**config.mk**
```make
export PLATFORM = sky130hd
export DESIGN_NAME = ibex_lsu_resp_unit
export DESIGN_NICKNAME = d
export VERILOG_FILES = /design/src/rtl/ibex_lsu_resp_unit.sv
export SDC_FILE = /design/constraint.sdc
export NUM_CORES = 1
export LEC_CHECK = 0
export BUFFER_PORTS_ARGS = -buffer_cell sky130_fd_sc_hd__buf_2
export CORE_MARGIN = 4
export CORE_UTILIZATION = 34
export DETAILED_ROUTE_END_ITERATION = 8
export PLACE_DENSITY_LB_ADDON = 0.1
export SETUP_SLACK_MARGIN = 0.1
export SLEW_MARGIN = 20
export SYNTH_ARGS = -nofsm -noshare
export SYNTH_HDL_FRONTEND = slang
export SYNTH_SLANG_ARGS = --single-unit
```
**constraint.sdc**
```tcl
create_clock -name clk_i -period 5 [get_ports clk_i]
set_input_delay 1 -clock clk_i [delete_from_list [all_inputs] [get_ports clk_i]]
set_output_delay 1 -clock clk_i [all_outputs]
set_load 0.01 [all_outputs]
```
**src/rtl/ibex_lsu_resp_unit.sv**
```systemverilog
// ibex_lsu_resp_unit
// Data-side load/store unit feeding the writeback stage. Accepts one access at a time, issues it on
// a req/gnt/rvalid data bus, splits misaligned accesses into two word transactions and returns
// aligned, extended load data with a one-cycle response strobe.
//
// Ports
//   clk_i, rst_i                    clock, synchronous active-high reset
//   lsu_req_i / lsu_ready_o         request handshake from ID/EX (accept = req & ready)
//   lsu_we_i, lsu_type_i,           store flag, size (00 word, 01 half, 1x byte), sign extension,
//   lsu_sign_ext_i, lsu_addr_i,     byte address and LSB-aligned store data
//   lsu_wdata_i
//   data_req_o .. data_wdata_o      bus request side (held stable until data_gnt_i)
//   data_gnt_i, data_rvalid_i,      bus grant and response side
//   data_rdata_i, data_err_i
//   rf_wdata_lsu_o, rf_we_lsu_o     load result for the register file
//   lsu_resp_valid_o, lsu_resp_err_o final response pulse and its error flag

module ibex_lsu_resp_unit #(
    parameter bit MisalignedSupport = 1'b1
) (
    input  logic        clk_i,
    input  logic        rst_i,
    input  logic        lsu_req_i,
    output logic        lsu_ready_o,
    input  logic        lsu_we_i,
    input  logic [1:0]  lsu_type_i,
    input  logic        lsu_sign_ext_i,
    input  logic [31:0] lsu_addr_i,
    input  logic [31:0] lsu_wdata_i,
    output logic        data_req_o,
    input  logic        data_gnt_i,
    output logic [31:0] data_addr_o,
    output logic        data_we_o,
    output logic [3:0]  data_be_o,
    output logic [31:0] data_wdata_o,
    input  logic        data_rvalid_i,
    input  logic [31:0] data_rdata_i,
    input  logic        data_err_i,
    output logic [31:0] rf_wdata_lsu_o,
    output logic        rf_we_lsu_o,
    output logic        lsu_resp_valid_o,
    output logic        lsu_resp_err_o
);

    typedef enum logic [2:0] {
        StIdle,
        StGnt1,
        StResp1,
        StGnt2,
        StResp2,
        StMisErr
    } state_t;

    state_t      state;
    logic [1:0]  offset;
    logic [1:0]  acc_type;
    logic        acc_we;
    logic        acc_sext;
    logic        split;
    logic [29:0] word_addr;
    logic [31:0] wdata_rot;
    logic [31:0] rdata1;

    // Request-side decode, only meaningful in the accept cycle
    logic [1:0]  req_type;
    logic        req_mis;
    logic [31:0] req_wdata_rot;

    // Type 11 behaves as byte
    assign req_type = (lsu_type_i == 2'b11) ? 2'b10 : lsu_type_i;

    always_comb begin
        req_mis = 1'b0;
        case (req_type)
            2'b00:   req_mis = (lsu_addr_i[1:0] != 2'b00);
            2'b01:   req_mis = (lsu_addr_i[1:0] == 2'b11);
            default: req_mis = 1'b0;
        endcase
    end

    always_comb begin
        req_wdata_rot = lsu_wdata_i;
        case (lsu_addr_i[1:0])
            2'd0:    req_wdata_rot = lsu_wdata_i;
            2'd1:    req_wdata_rot = {lsu_wdata_i[23:0], lsu_wdata_i[31:24]};
            2'd2:    req_wdata_rot = {lsu_wdata_i[15:0], lsu_wdata_i[31:16]};
            default: req_wdata_rot = {lsu_wdata_i[7:0], lsu_wdata_i[31:8]};
        endcase
    end

    always_ff @(posedge clk_i) begin
        if (rst_i) begin
            state     <= StIdle;
            offset    <= 2'b00;
            acc_type  <= 2'b00;
            acc_we    <= 1'b0;
            acc_sext  <= 1'b0;
            split     <= 1'b0;
            word_addr <= 30'h0;
            wdata_rot <= 32'h0;
            rdata1    <= 32'h0;
        end else begin
            case (state)
                StIdle: begin
                    if (lsu_req_i) begin
                        offset    <= lsu_addr_i[1:0];
                        acc_type  <= req_type;
                        acc_we    <= lsu_we_i;
                        acc_sext  <= lsu_sign_ext_i;
                        split     <= req_mis;
                        word_addr <= lsu_addr_i[31:2];
                        wdata_rot <= req_wdata_rot;
                        // Without split support a misaligned access never reaches the bus
                        state     <= (req_mis && !MisalignedSupport) ? StMisErr : StGnt1;
                    end
                end
                StGnt1: begin
                    if (data_gnt_i) state <= StResp1;
                end
                StResp1: begin
                    if (data_rvalid_i) begin
                        if (split && !data_err_i) begin
                            rdata1 <= data_rdata_i;
                            state  <= StGnt2;
                        end else begin
                            state <= StIdle;
                        end
                    end
                end
                StGnt2: begin
                    if (data_gnt_i) state <= StResp2;
                end
                StResp2: begin
                    if (data_rvalid_i) state <= StIdle;
                end
                StMisErr: state <= StIdle;
                default:  state <= StIdle;
            endcase
        end
    end

    // Bus request side
    logic       in_req;
    logic       part2;
    logic [3:0] be_part1;
    logic [3:0] be_part2;

    assign in_req = (state == StGnt1) || (state == StGnt2);
    assign part2  = (state == StGnt2);

    always_comb begin
        be_part1 = 4'b0000;
        case (acc_type)
            2'b00:   be_part1 = 4'b1111 << offset;
            2'b01:   be_part1 = (offset == 2'd3) ? 4'b1000 : (4'b0011 << offset);
            default: be_part1 = 4'b0001 << offset;
        endcase
    end

    // Part 2 only exists for split word (offset 1..3) or half at offset 3
    assign be_part2 = (acc_type == 2'b00) ? (4'b1111 >> (3'd4 - {1'b0, offset})) : 4'b0001;

    assign lsu_ready_o  = (state == StIdle);
    assign data_req_o   = in_req;
    assign data_addr_o  = in_req ? {(part2 ? word_addr + 30'd1 : word_addr), 2'b00} : 32'h0;
    assign data_we_o    = in_req & acc_we;
    assign data_be_o    = in_req ? (part2 ? be_part2 : be_part1) : 4'b0000;
    assign data_wdata_o = in_req ? wdata_rot : 32'h0;

    // Response side
    logic        final_rvalid;
    logic [4:0]  sh_lo;
    logic [5:0]  sh_hi;
    logic [31:0] raw;
    logic [31:0] ext;

    assign final_rvalid = data_rvalid_i &
                          (((state == StResp1) & (~split | data_err_i)) | (state == StResp2));
    assign sh_lo = {offset, 3'b000};
    assign sh_hi = 6'd32 - {1'b0, offset, 3'b000};

    always_comb begin
        raw = 32'h0;
        if (state == StResp2) begin
            if (acc_type == 2'b00) begin
                raw = (data_rdata_i << sh_hi) | (rdata1 >> sh_lo);
            end else begin
                raw = {16'h0, data_rdata_i[7:0], rdata1[31:24]};
            end
        end else begin
            raw = data_rdata_i >> sh_lo;
        end
    end

    always_comb begin
        ext = raw;
        case (acc_type)
            2'b00:   ext = raw;
            2'b01:   ext = {{16{acc_sext & raw[15]}}, raw[15:0]};
            default: ext = {{24{acc_sext & raw[7]}}, raw[7:0]};
        endcase
    end

    assign lsu_resp_valid_o = final_rvalid | (state == StMisErr);
    assign lsu_resp_err_o   = (final_rvalid & data_err_i) | (state == StMisErr);
    assign rf_we_lsu_o      = lsu_resp_valid_o & ~acc_we & ~lsu_resp_err_o;
    assign rf_wdata_lsu_o   = rf_we_lsu_o ? ext : 32'h0;

endmodule

```
==> results of run 1 <==
area by class of cell:
cell class	instances	area [µm²]
Clock inverter	4	36.3
Tap cell	319	399
Clock buffer	12	256
Multi-Input combinational cell	809	5530
Timing Repair Buffer	229	1210
Inverter	14	52.6
Sequential cell	104	2090
Antenna cell	1	2.50
Fill cell	2505	13800
routing by layer:
layer  global-route usage, %  up-vias  routed length (µm)
met4                    5.77        6                 538
li1                        -     3994                   -
met5                       0        -                  34
met3                    4.57       34                1630
met1                    28.6     3856               12700
met2                    33.6      229               13000
through the flow:
| stage | util (%) | hold WS [ns] | power [mW] | cell area [µm²] |
|---|---|---|---|---|
| 2_1_floorplan | - | 0.427 | 1.58 | 8070 |
| 3_3_place_gp | 39.6 | 0.435 | 1.88 | 9280 |
| 3_5_place_dp | 39.6 | 0.440 | 1.88 | 9280 |
| 4_1_cts | 40.9 | 0.450 | 2.62 | 9570 |
| 5_1_grt | 40.9 | 0.471 | 2.75 | 9570 |
| 6_report | 40.9 | 0.449 | 2.59 | 9570 |
Yosys cell counts, types with 3 or more instances:
cell type | instances | area (µm²)
ha_1 | 6 | 75.1
buf_4 | 3 | 22.5
o311ai_0 | 10 | 87.6
o31ai_1 | 7 | 52.6
o2bb2ai_1 | 16 | 140
a21oi_1 | 172 | 861
o41ai_1 | 3 | 26.3
nand2b_1 | 23 | 144
nor3_1 | 10 | 50.1
nand4_1 | 8 | 50.1
clkbuf_1 | 66 | 248
nor3b_1 | 4 | 30.0
nor2_1 | 34 | 128
or4_1 | 9 | 67.6
buf_2 | 18 | 90.1
o22ai_1 | 17 | 106
or3b_2 | 9 | 78.8
buf_1 | 15 | 56.3
a22oi_1 | 9 | 67.6
or2_2 | 5 | 31.3
nand3_1 | 8 | 40.0
a211oi_1 | 7 | 52.6
mux2i_1 | 43 | 430
nand2_1 | 224 | 841
xnor2_1 | 6 | 52.6
inv_1 | 14 | 52.6
dfxtp_1 | 104 | 2080
a2bb2oi_1 | 9 | 78.8
or3_1 | 12 | 75.1
o21ai_0 | 30 | 150
nor2b_1 | 4 | 25.0
and2_1 | 35 | 219
mux4_2 | 56 | 1260
state kept, by name, indices dropped and copies added (netlist names):
| register | count |
|---|---|
| acc_sext | 1 |
| offset | 2 |
| word_addr | 30 |
| rdata1 | 32 |
| state | 3 |
| acc_we | 1 |
| acc_type | 2 |
| wdata_rot | 32 |
| split | 1 |
logic make-up after synthesis:
family          Yosys count  share of synthesized area, %
buf+inv                 117                          5.95
other cells               1                        0.0465
flops                   104                          25.8
fa+ha+maj                 7                          1.05
xor+xnor                  7                         0.760
mux                     100                          21.1
compound gates          295                          21.7
simple gates            398                          23.6
cell usage in the layout, fill, tap and decap left out, drive strengths merged, types with 4 or more instances in the layout:
cell and instances:
a211oi 7, a21oi 172, a22oi 9, a2bb2oi 9, and2 35, buf 229
clkbuf 12, dfxtp 104, ha 6, inv 16, mux2i 43, mux4 56
nand2 224, nand2b 23, nand3 8, nand4 8, nor2 34, nor2b 4
nor3 11, nor3b 4, o21ai 30, o22ai 17, o2bb2ai 16, o311ai 10
o31ai 7, or2 5, or3 12, or3b 10, or4 9, xnor2 6
power by group:
part	switching (mW)	internal, mW	total [mW]
clock	0.359	0.373	0.732
combinational	0.531	0.354	0.885
sequential	0.0761	0.896	0.972
total	0.966	1.62	2.59
worst max-delay path: cells and delay by family (launching register included):
kind / cells / cell delay [ns]
DFF: 1 / 0.70
buffers and inverters: 1 / 0.14
AOI/OAI and AO/OA: 1 / 0.15
and+or+nand+nor: 3 / 1.67
worst max path at each step:
stage / slack [ns] / endpoint
after floorplan: 0.84 / rf_wdata_lsu_o[19]
final: 0.98 / data_addr_o[24]
after CTS: 0.95 / data_addr_o[24]
after detailed placement: 1.18 / rf_wdata_lsu_o[17]
after global placement: 1.21 / rf_wdata_lsu_o[30]
after global routing: 0.78 / data_addr_o[26]
==> impl_results.md, run 1 <==
* Maximum VDD drop at 0.154 mV
* Site Rows at 56
* Critical path class: register to output pin
* Reg2reg start: state[1]$_SDFFE_PP0P_
* Fin crit share at about 80%
* MaxCap Viol Count at 0
* Slew Limit Fails at 0
* Drt first pass iters at 6
* Final Setup Violations at 0
* Hold Vio Cnt, Final at 0
* Library cells used by synthesis at 60
* Boundary pin count at 212
* First-pass GRT wire length at 44.2 mm
* Via-to-Cell Ratio at 5.44
* Number of post-CTS setup repair buffers at 0
* CTS Buf Count at 9
* DRC at 0
* Sequential share of the synthesized area at between 20% and 30%
* Req. time, crit path at around 4.0 ns
* WHS Endpoint: wdata_rot[5]$_SDFFE_PP0P_
* Tmin final at 4.02 ns
* Antenna-violating nets left at 0
* Clk_lat worst skew at between 0.3 and 0.4 ns
* Synth Instances at 1029
* Avg Cell Area, Syn at 7.84 µm²
* Leak at 3.61 nW
* Die span in y at 162 µm
* H-tree depth at 3
* Cell chain of the critical path: nand4b_4 -> or4_1 -> or4_1 -> a21oi_1 -> buf_2
* Clock Sink Count at roughly 100
* Worst Path Max Fanout at 19
* Slew @ Worst Pin at 0.992 ns
* Worst Path Arrival at 3.02 ns
* Post-layout net count at between 1000 and 1500
* Final Instance Count excl. Fillers at between 1000 and 1500
* FF+latch count, synth at 104
* Max stage delay on crit path at 0.85 ns
* CTS root buf: clkbuf_16
* # placed instances at 1475
* Vias at 8119
* Hold depth at 2
* Final setup margin at 0.978 ns
* Die area at 26300 µm²
* CP startpoint: state[0]$_SDFFE_PP0P_
* Number of global-route vias before repair at about 8000
* Total track usage at 20.9%
* Max Clk Rate at approximately 250 MHz
* Total wire length at approximately 28 mm
* Worst min-delay path startpoint: wdata_rot[5]$_SDFFE_PP0P_
* Grt ovf at 0
* EDFF count, synth at 0
* CP max stage cell: or4_1
* CP Launch Type: register
* Core area at ~23000 µm²
* Antenna violations before repair at 4
* R2R cell count at 6
* Nature of the critical path endpoint: output pin
* Most frequent CP cell: or4_1
* Share of cells above drive strength 1 at 27.7%
* RR Endpoint: word_addr[8]$_SDFFE_PP0P_
* Synthesized area at 8070 µm²
* Initial Util at 34.5%
* RePlAce Congestion at 0.855
* Longest Clk Path Bufs at 2
* Initial DRC Count at 524
* Drt wl/cell at approximately 19 µm
* Port Buf Inserts at 209
* DP Wirelength at 19.3 mm
* Status: finished clean
* Setup TNS at 0 ns
* Cts repair resizes at 0
* Ys Warns at 0
* RSZ-0062 raised after global routing: no
* Area grow syn2layout at 18.6%
* FFs w/ async S/R, synth at 0%
* Slew margin rel. at 33.6%
* Die W at 162 µm
* Cts hold-fix bufs at 0
* Placement Setup Slack at 1.18 ns
* Layout Skew at 0.00761 ns
* Clock transition at path regs at around 0.08 ns
* R2r setup slk at between 2 and 2.5 ns
* Top FF cell, synth: dfxtp_1
* CTS tree: done
* Largest net degree at the start of global routing at 64
* Pwr dens at 271 nW/µm²
* Worst hold-check path type: register to register
Power figures use the tool's default switching activity.
==> inputs of run 2 (changes only) <==
- clock period: 5 -> 3.9 ns (I/O delays scaled with it)
==> impl_results.md, run 2 (synthesis results as in run 1) <==
* Final setup margin at between 0.3 and 0.4 ns
* Boundary pin count at between 200 and 250
* CP Launch Type: register
* Total wire length at between 20 and 30 mm
* Clock Sink Count at 104
* Top Usage Layer GRT: met2
* Largest net degree at the start of global routing at 92
* Die W at approximately 160 µm
* Hold slack at 0.449 ns
* Req. time, crit path at 3.12 ns
* Routing usage on met3 at 3.22%
* Grt ovf at 0
* Internal power consumption at roughly 2 mW
* Drt wl/cell at around 19 µm
* Layout Skew at 0.0149 ns
* Tmin final at 3.58 ns
* RePlAce Congestion at 0.844
* CTS tree: done
* Site Rows at 56
* Die span in y at 162 µm
* Core area at 23400 µm²
* Vias at 8311
* Number of global-route vias before repair at around 8000
* Drt first pass iters at 5
* Critical path class: register to output pin
* Pwr dens at 340 nW/µm²
* Maximum VDD drop at between 0.2 and 0.25 mV
* Clock power frac at between 20% and 30%
* Total track usage at a little over a fifth
* Via-to-Cell Ratio at 5.52
* Cts repair resizes at 0
* Clk_lat worst skew at 0.36 ns
* Net Switching at 1.22 mW
* Antenna-violating nets left at 0
* Power share of the sequential group at between 30% and 40%
* First-pass GRT wire length at 45.0 mm
* Top Registers: rdata1: 32 flops, wdata_rot: 32 flops, word_addr: 30 flops
* Antenna violations before repair at 3
* Fill cells at 2508
* Initial Util at 34.5%
* CTS Buf Count at 9
* Worst Path Max Fanout at 19
* Die area at between 20000 and 30000 µm²
* Leak at 3.66 nW
* Fin crit share at 91.8%
* H-tree depth at 3
* Port Buf Inserts at between 200 and 250
* DRC at 0
* Slew margin rel. at 39.6%
* Hold Vio Cnt, Final at 0
* Slew @ Worst Pin at 0.906 ns
* M1 GR Usage at 29.2%
* Most common cell after layout, fill and taps aside: nand2_1
* Max Clk Rate at between 200 and 300 MHz
* Share of total power in combinational logic at 35.9%
* Worst Path Arrival at between 2 and 3 ns
* Highest-count cells in the layout ignoring fill and taps: nand2_1 (223), buf_2 (208), a21oi_1 (172)
* Storage cell area at about 2100 µm²
* RSZ-0062 raised after global routing: no
* Cts hold-fix bufs at 0
* Status: finished clean
* Slew Limit Fails at 0
* Worst hold-check path type: register to register
* DP Wirelength at 19.8 mm
* MaxCap Viol Count at 0
* Share of cells above drive strength 1 at between 20% and 30%
* Initial DRC Count at approximately 810
* Longest Clk Path Bufs at 2
* Placement Setup Slack at 0.513 ns
* Area grow syn2layout at 19.6%
* Nature of the critical path endpoint: output pin
* Clock transition at path regs at roughly 0.07 ns
* Post-layout net count at 1292
* CTS root buf: clkbuf_16
* Multi-input logic area at 5530 µm²
* Met2 usage at approximately a third
* Setup TNS at 0 ns
* Sw frac at 37.3%
* Final Setup Violations at 0
* Number of post-CTS setup repair buffers at 0
[run 2: power by group through the flow]
stage               registers, mW  logic, mW  clock network [mW]
detailed placement           1.25       1.18                   0
global placement             1.25       1.18                   0
CTS                          1.22       1.18               0.912
finish                       1.23       1.18               0.881
global route                 1.24       1.30               0.945
floorplan                    1.22      0.801                   0
[run 2: final timing paths]
check             slack [ns]                       start  cells after the start                          to
setup / recovery        0.32   word_addr[0]$_SDFFE_PP0P_                      6             data_addr_o[24]
hold / removal          0.45  wdata_rot[16]$_SDFFE_PP0P_                      2  wdata_rot[16]$_SDFFE_PP0P_
setup reg to reg        1.64       state[1]$_SDFFE_PP0P_                      6          split$_SDFFE_PP0P_
hold reg to reg         0.45  wdata_rot[16]$_SDFFE_PP0P_                      2  wdata_rot[16]$_SDFFE_PP0P_
[run 2: metal layers]
metal,vias to the layer above,wire length [µm]
li1,4024,-
met5,-,8
met1,4006,12700
met4,2,517
met3,35,1490
met2,244,13400
[run 2: worst max-delay path: stages, from the launching register on]
cell	delay (ns)
dfxtp_1	0.42
ha_1	0.20
nand2_1	0.13
or4_1	0.80
or4_1	0.60
a21oi_1	0.15
buf_2	0.14
[run 2: layout make-up]
| type | instances | share of cell area [%] |
|---|---|---|
| diodes | 2 | 0.0519 |
| clock buffers | 11 | 2.41 |
| clock inverters | 5 | 0.402 |
| inverters | 14 | 0.545 |
| multi-input cells | 809 | 57.3 |
| flip-flops and latches | 104 | 21.6 |
| well taps | 319 | 4.14 |
| repair buffers | 242 | 13.6 |
[run 2: through the flow]
step	std cells	power (mW)	area, µm²	utilization [%]
2_1_floorplan	1030	2.02	8080	-
3_3_place_gp	1488	2.43	9370	40.1
3_5_place_dp	1488	2.43	9370	40.1
4_1_cts	1504	3.32	9650	41.2
5_1_grt	1506	3.49	9650	41.2
6_report	1506	3.29	9650	41.2
